[src/rtl/up_counter_mod_pkg.sv]
// Shared defaults and helpers for the modulo up-counter.
// The terminal-value helper keeps the MODULUS-1 arithmetic in one place.
package up_counter_mod_pkg;

    localparam int DEFAULT_WIDTH   = 4;
    localparam int DEFAULT_MODULUS = 16;

    // Terminal value MODULUS-1, truncated to the counter width.
    function automatic logic [31:0] terminal_value(input int width, input int modulus);
        logic [31:0] mask;
        mask = (width >= 32) ? '1 : ((32'd1 << width) - 32'd1);
        return 32'(modulus - 1) & mask;
    endfunction

endpackage

[src/rtl/up_counter_mod_reg_sync_en.sv]
// WIDTH-bit register with synchronous active-high reset and load enable.
module reg_sync_en #(
    parameter int WIDTH = 4
) (
    input  logic             clk,
    input  logic             reset,
    input  logic             en,
    input  logic [WIDTH-1:0] d,
    output logic [WIDTH-1:0] q
);

    // NOTE: sequential state uses non-blocking assignments so every flop samples pre-edge values.
    always_ff @(posedge clk) begin
        if (reset) begin
            q <= '0;
        end else if (en) begin
            q <= d;
        end
    end

endmodule

[src/rtl/up_counter_mod.sv]
// Modulo-MODULUS synchronous up-counter with enable, parallel load,
// terminal count, cascade carry and registered wrap / load-error pulses.
module up_counter_mod
    import up_counter_mod_pkg::*;
#(
    parameter int WIDTH   = DEFAULT_WIDTH,
    parameter int MODULUS = DEFAULT_MODULUS
) (
    input  logic             clk,
    input  logic             reset,
    input  logic             en,
    input  logic             load,
    input  logic [WIDTH-1:0] d,
    output logic [WIDTH-1:0] q,
    output logic             tc,
    output logic             carry_out,
    output logic             wrap,
    output logic             load_err
);

    localparam logic [WIDTH-1:0] TERMINAL = WIDTH'(terminal_value(WIDTH, MODULUS));
    // One extra bit so MODULUS == 2^WIDTH is representable in the legality compare.
    localparam logic [WIDTH:0]   MOD_EXT  = (WIDTH + 1)'(MODULUS);

    logic             d_legal;
    logic [WIDTH-1:0] q_inc;
    logic [WIDTH-1:0] q_next;
    logic             q_en;
    logic             wrap_next;
    logic             load_err_next;

    assign d_legal   = ({1'b0, d} < MOD_EXT);
    assign q_inc     = q + WIDTH'(1);
    assign tc        = (q == TERMINAL);
    assign carry_out = tc & en & ~load;

    // NOTE: every always_comb output gets a default first so no path infers a latch.
    always_comb begin
        q_next        = q;
        q_en          = 1'b0;
        wrap_next     = 1'b0;
        load_err_next = 1'b0;
        if (load) begin
            q_en = 1'b1;
            if (d_legal) begin
                q_next = d;
            end else begin
                q_next        = '0;
                load_err_next = 1'b1;
            end
        end else if (en) begin
            q_en = 1'b1;
            if (tc) begin
                q_next    = '0;
                wrap_next = 1'b1;
            end else begin
                q_next = q_inc;
            end
        end
    end

    reg_sync_en #(
        .WIDTH(WIDTH)
    ) u_count_reg (
        .clk   (clk),
        .reset (reset),
        .en    (q_en),
        .d     (q_next),
        .q     (q)
    );

    // Reset has priority, which also suppresses any pulse due in the same cycle.
    always_ff @(posedge clk) begin
        if (reset) begin
            wrap     <= 1'b0;
            load_err <= 1'b0;
        end else begin
            wrap     <= wrap_next;
            load_err <= load_err_next;
        end
    end

endmodule

[config.mk]
export PLATFORM = sky130hd
export DESIGN_NAME = up_counter_mod
export DESIGN_NICKNAME = d
export VERILOG_FILES = /design/src/rtl/up_counter_mod_pkg.sv /design/src/rtl/up_counter_mod_reg_sync_en.sv /design/src/rtl/up_counter_mod.sv
export SDC_FILE = /design/constraint.sdc
export NUM_CORES = 1
export LEC_CHECK = 0
export CAP_MARGIN = 10
export CORE_AREA = 5 5 42 44
export CTS_BUF_LIST = sky130_fd_sc_hd__clkbuf_2
export DETAILED_ROUTE_END_ITERATION = 10
export DIE_AREA = 0 0 47 49
export PLACE_DENSITY = 0.5
export SKIP_LAST_GASP = 1
export SYNTH_ARGS = -nofsm -noshare
export SYNTH_HDL_FRONTEND = slang
export SYNTH_SLANG_ARGS = --single-unit
[constraint.sdc]
create_clock -name clk -period 1.9 [get_ports clk]
set_clock_uncertainty 0.2 [all_clocks]
set_input_delay 0.285 -clock clk [delete_from_list [all_inputs] [get_ports clk]]
set_output_delay 0.285 -clock clk [all_outputs]
set_load 0.02 [all_outputs]
; After elaboration in Yosys (flattened, before gate mapping)
; Cells that the tools add are included.
[totals]
word_cells = 17
regBits = 5
inputBits = 8
[op_classes]
bitwise_logic = 4
reduce_logical = 3
add_sub_neg = 1
muxes = 6
n_eq_ne = 1
[ops]
columns = cell, n
row1 = 4-bit two-way mux, 3
row2 = 4-bit by 1-bit adder with 4-bit output (second input constant), 1
row3 = 4-bit == test (second input constant), 1
row4 = 1-bit two-way mux, 3
row5 = 3-bit OR reduction, 1
row6 = 1-bit AND, 2
row7 = 1-bit inverter, 2
row8 = 2-bit AND reduction, 1
row9 = 2-bit nonzero test, 1

; Logic depth before layout (Yosys ltp)
[depth]
depth_word = 4
depth_mapped = 5
depth_no_buf = 5

; Cells and area by module
; From an unflattened synthesis, not the netlist that was laid out.
[unflattened]
hier_cells = 41
hier_area_um2 = 330.3
[by_module_without_submodules]
columns = module, seq_area_each_um2, area_each_um2, n_inst, cells_each
row1 = up_counter_mod, 20.0, 190.2, 1, 28
row2 = reg_sync_en, 80.1, 140.1, 1, 13

; Worst setup path before layout
; OpenSTA, ideal clock, no wires.
[synth_timing]
kind = register to register
from = reg u_count_reg.q[0]
to = reg u_count_reg.q[0]
setup_ns = 0.086
n_path_buf = 0
arrival_time_ns = 1.349
path_stages_with_launch = 6
setup_slack_ns = 0.265
path_cell_list = dfxtp_1 ha_1 nand3_2 inv_1 or3_1 a221oi_2
[synth_via]
elab_chain_cells = 4
word_cells_on_any_way = 5
[synth_rtl]
columns = element, line
row1 = "start, declared", up_counter_mod_reg_sync_en.sv:9  ; output logic [WIDTH-1:0] q
row2 = "start signal, assigned", up_counter_mod_reg_sync_en.sv:15  ; q <= '0;
row3 = "start signal, assigned", up_counter_mod_reg_sync_en.sv:17  ; q <= d;
row4 = 4-bit == test, up_counter_mod.sv:34  ; assign tc = (q == TERMINAL);
row5 = named net tc, up_counter_mod.sv:15  ; output logic tc,
row6 = 4-bit two-way mux, up_counter_mod.sv:53  ; if (tc) begin
row7 = 4-bit two-way mux, up_counter_mod.sv:51  ; end else if (en) begin
row8 = 4-bit two-way mux, up_counter_mod.sv:43  ; if (load) begin
; The timed path passes the listed nets, and every way through them passes these cells. The select of a mux whose other input is x is not followed.
; A chain may end at the register's enable or synchronous reset.

; Worst setup path after layout
[layout_timing]
from = reg u_count_reg.q[3]
to = out q[3]
[layout_rtl]
columns = element, line
row1 = "end, declared", up_counter_mod.sv:14  ; output logic [WIDTH-1:0] q,
; No word-level cell between the ends.

==> flow_metrics.tcl <==
set metrics [dict create \
    finalWeightedCongestion 0.712 \
    initial_core_util_pct 19.7 \
    antenna_found_initial 0 \
    drt_iter0_drc 3 \
    floorplan.rows 14 \
    synth-seq-area-share_pct 36.2 \
    hold_start "u_count_reg.q[3]" \
    cts_tree "yes" \
    setup_viol_count_final 0 \
    criticalPathCategory "register to output pin" \
    die_w_um 47 \
    first_pass_iters 2 \
    synth_enable_flop_cells 0 \
    hpwl_um 603 \
    cts_num_sinks 5 \
    finalCritPeriodShare_pct 94.0 \
    startpoint_type "register" \
    postSynthNetCount 42 \
    slowest_stage "clkdlybuf4s50_1" \
    synth_cell_types 20 \
    synth_fa_ha_area_share_pct 4.52 \
    cp_top_family "buffers and inverters" \
    outcome "finished, final reports clean" \
    clk-insertion-delay-late_ns 0.23 \
    synth_top_area_share_pct 36.2 \
    syn_area_um2 277 \
    wl_per_cell_um 10.4 \
    drive_gt1_share_pct 26.3 \
    synth_ff_type "dfxtp_1" \
    fin_tns_setup_ns 0 \
    final_core_utilization_pct 35.8 \
    path_max_fanout 3 \
    cts_buffers 3 \
    ir_worst_vdd_mv 0.185 \
    synth-xor-area-share_pct 6.33 \
    rsz0062_at_grt "true" \
    core_um2 1400 \
    p_per_area_nw_per_um2 597 \
    synth.largest_area_cell "dfxtp_1" \
    area_growth_syn_to_layout_pct 81.4 \
    viasPerCell 4.07 \
    synth_common_cells "dfxtp_1, a21oi_1, inv_1, nand2_1" \
    placed_cell_area_um2 482 \
    crit_chain "buf_4 -> clkdlybuf4s50_1" \
    async_reset_ff_share_pct 0 \
    path_clk_slew_ns 0.07 \
    p_leak_nw 0.221 \
    power_mw 0.299 \
    synthSimpleGateAreaFrac_pct 23.5 \
    slowest_delay_ns 0.60 \
    ys_warn_count 0 \
    hold_violations 0 \
    critPathLaunch "u_count_reg.q[3]" \
    hold_class "register to register" \
    synth_compound_area_share_pct 15.8 \
    grt_util_all_layers_pct 8.05 \
    dieArea_um2 2300 \
    clockBufferDepth 2 \
    root_buffer "clkbuf_2" \
    synthTopCellsByArea "dfxtp_1, xor2_1, a21oi_1" \
    critical_path_required_ns 1.41 \
    slew_violations 0 \
    port_buffers 14 \
    grt_pass1_wl_um 1260 \
    dr_total_vias 297 \
    h-tree-depth 1 \
    antenna_cells 0 \
    synthesis.instances 33 \
    synth_top_family_by_area "simple AND/OR/NAND/NOR gates" \
    die_y_um 49 \
    max_freq_mhz 560 \
    num_io_pins 16 \
    routed_wl_um 758 \
    syn_area_per_cell_um2 8.38 \
    grt_pass1_vias 295 \
    synth-seq-cells 5 \
    num-nets-final 67 \
    cp-end-kind "output pin" \
    synthMuxAreaShare_pct 4.07 \
    fin_area_um2 502 \
    synth_most_common_cell "dfxtp_1" \
    postRouteAntennaNets 0 \
    r2r_start "u_count_reg.q[0]" \
    detail_route.drc_violations 0 \
    path_buf_inv 2 \
    cap_violations 0 \
    period_needed_ns 1.79 \
    grt_max_degree 7 \
    overflow 0 \
    arrival_ns 1.30 \
]
==> flip-flops by register name (all words and copies together) (netlist names) <==
signal and count:
u_count_reg.q 4, wrap 1
==> cell families after synthesis <==
family,Yosys count
other cells,1
buf+inv,5
mux,1
fa+ha+maj,1
compound gates,6
xor+xnor,2
flops,5
simple gates,12
==> power by group <==
group / internal [mW] / total, mW / leakage, nW / switching, mW
Clock: 0.0558 / 0.105 / 0.0166 / 0.0497
Combinational: 0.0451 / 0.0781 / 0.163 / 0.0330
Sequential: 0.111 / 0.116 / 0.0412 / 0.00467
==> tightest hold or removal path, cell delays in order (launching register included) <==
cell and delay, ns:
dfxtp_1 0.32, nand3_2 0.08, nor3_1 0.05
==> layer usage <==
layer  up-vias  part of all wire, %  global-route usage (%)  wire length [µm]
met3         2                   15                    4.80               114
met1       116                   43                    9.76               329
li1        161                    -                       -                 -
met2        18                   40                    9.50               306
met5         -                    0                       0                 0
met4         0                  1.1                    6.91                 8
==> what timing repair did <==
action	4_1_cts	5_1_grt
setup buffers	0	0
resized for setup	2	2
hold buffers	0	0
setup endpoints to repair	2	2
==> cells in the final DEF (no fill, tap or decap), drive strengths merged <==
master / count
nor2: 2
nand2b: 1
buf: 7
a21oi: 3
mux2: 1
nand3: 2
o22ai: 1
conb: 1
xor2: 2
dfxtp: 5
nor3: 1
clkbuf: 4
a211oi: 1
clkdlybuf4s15: 2
clkdlybuf4s50: 12
a221oi: 1
nand2: 3
nor3b: 1
ha: 1
or3: 2
inv: 4
==> metrics by stage <==
stage | setup slack (ns) | cells | hold WS (ns)
after floorplan | 0.265 | 33 | 0.151
after global placement | -0.140 | 69 | 0.287
after CTS | 0.0983 | 73 | 0.285
final | 0.114 | 73 | 0.285
after detailed placement | -0.133 | 69 | 0.274
after global routing | -0.000231 | 73 | 0.319
==> layout make-up <==
| cell class | count | area (µm²) |
|---|---|---|
| inverters | 4 | 15.0 |
| repair buffers | 21 | 193 |
| fillers | 160 | 900 |
| flip-flops and latches | 5 | 100 |
| clock buffers | 4 | 20.0 |
| well taps | 16 | 20.0 |
| multi-input cells | 23 | 154 |
==> final timing paths <==
| path | endpoint | cells after the start | slack (ns) |
|---|---|---|---|
| min reg2reg | wrap | 2 | 0.29 |
| min | wrap | 2 | 0.29 |
| max reg2reg | u_count_reg.q[0] | 5 | 0.40 |
| max | q[3] | 2 | 0.11 |
(Power assumes the default switching activity.)
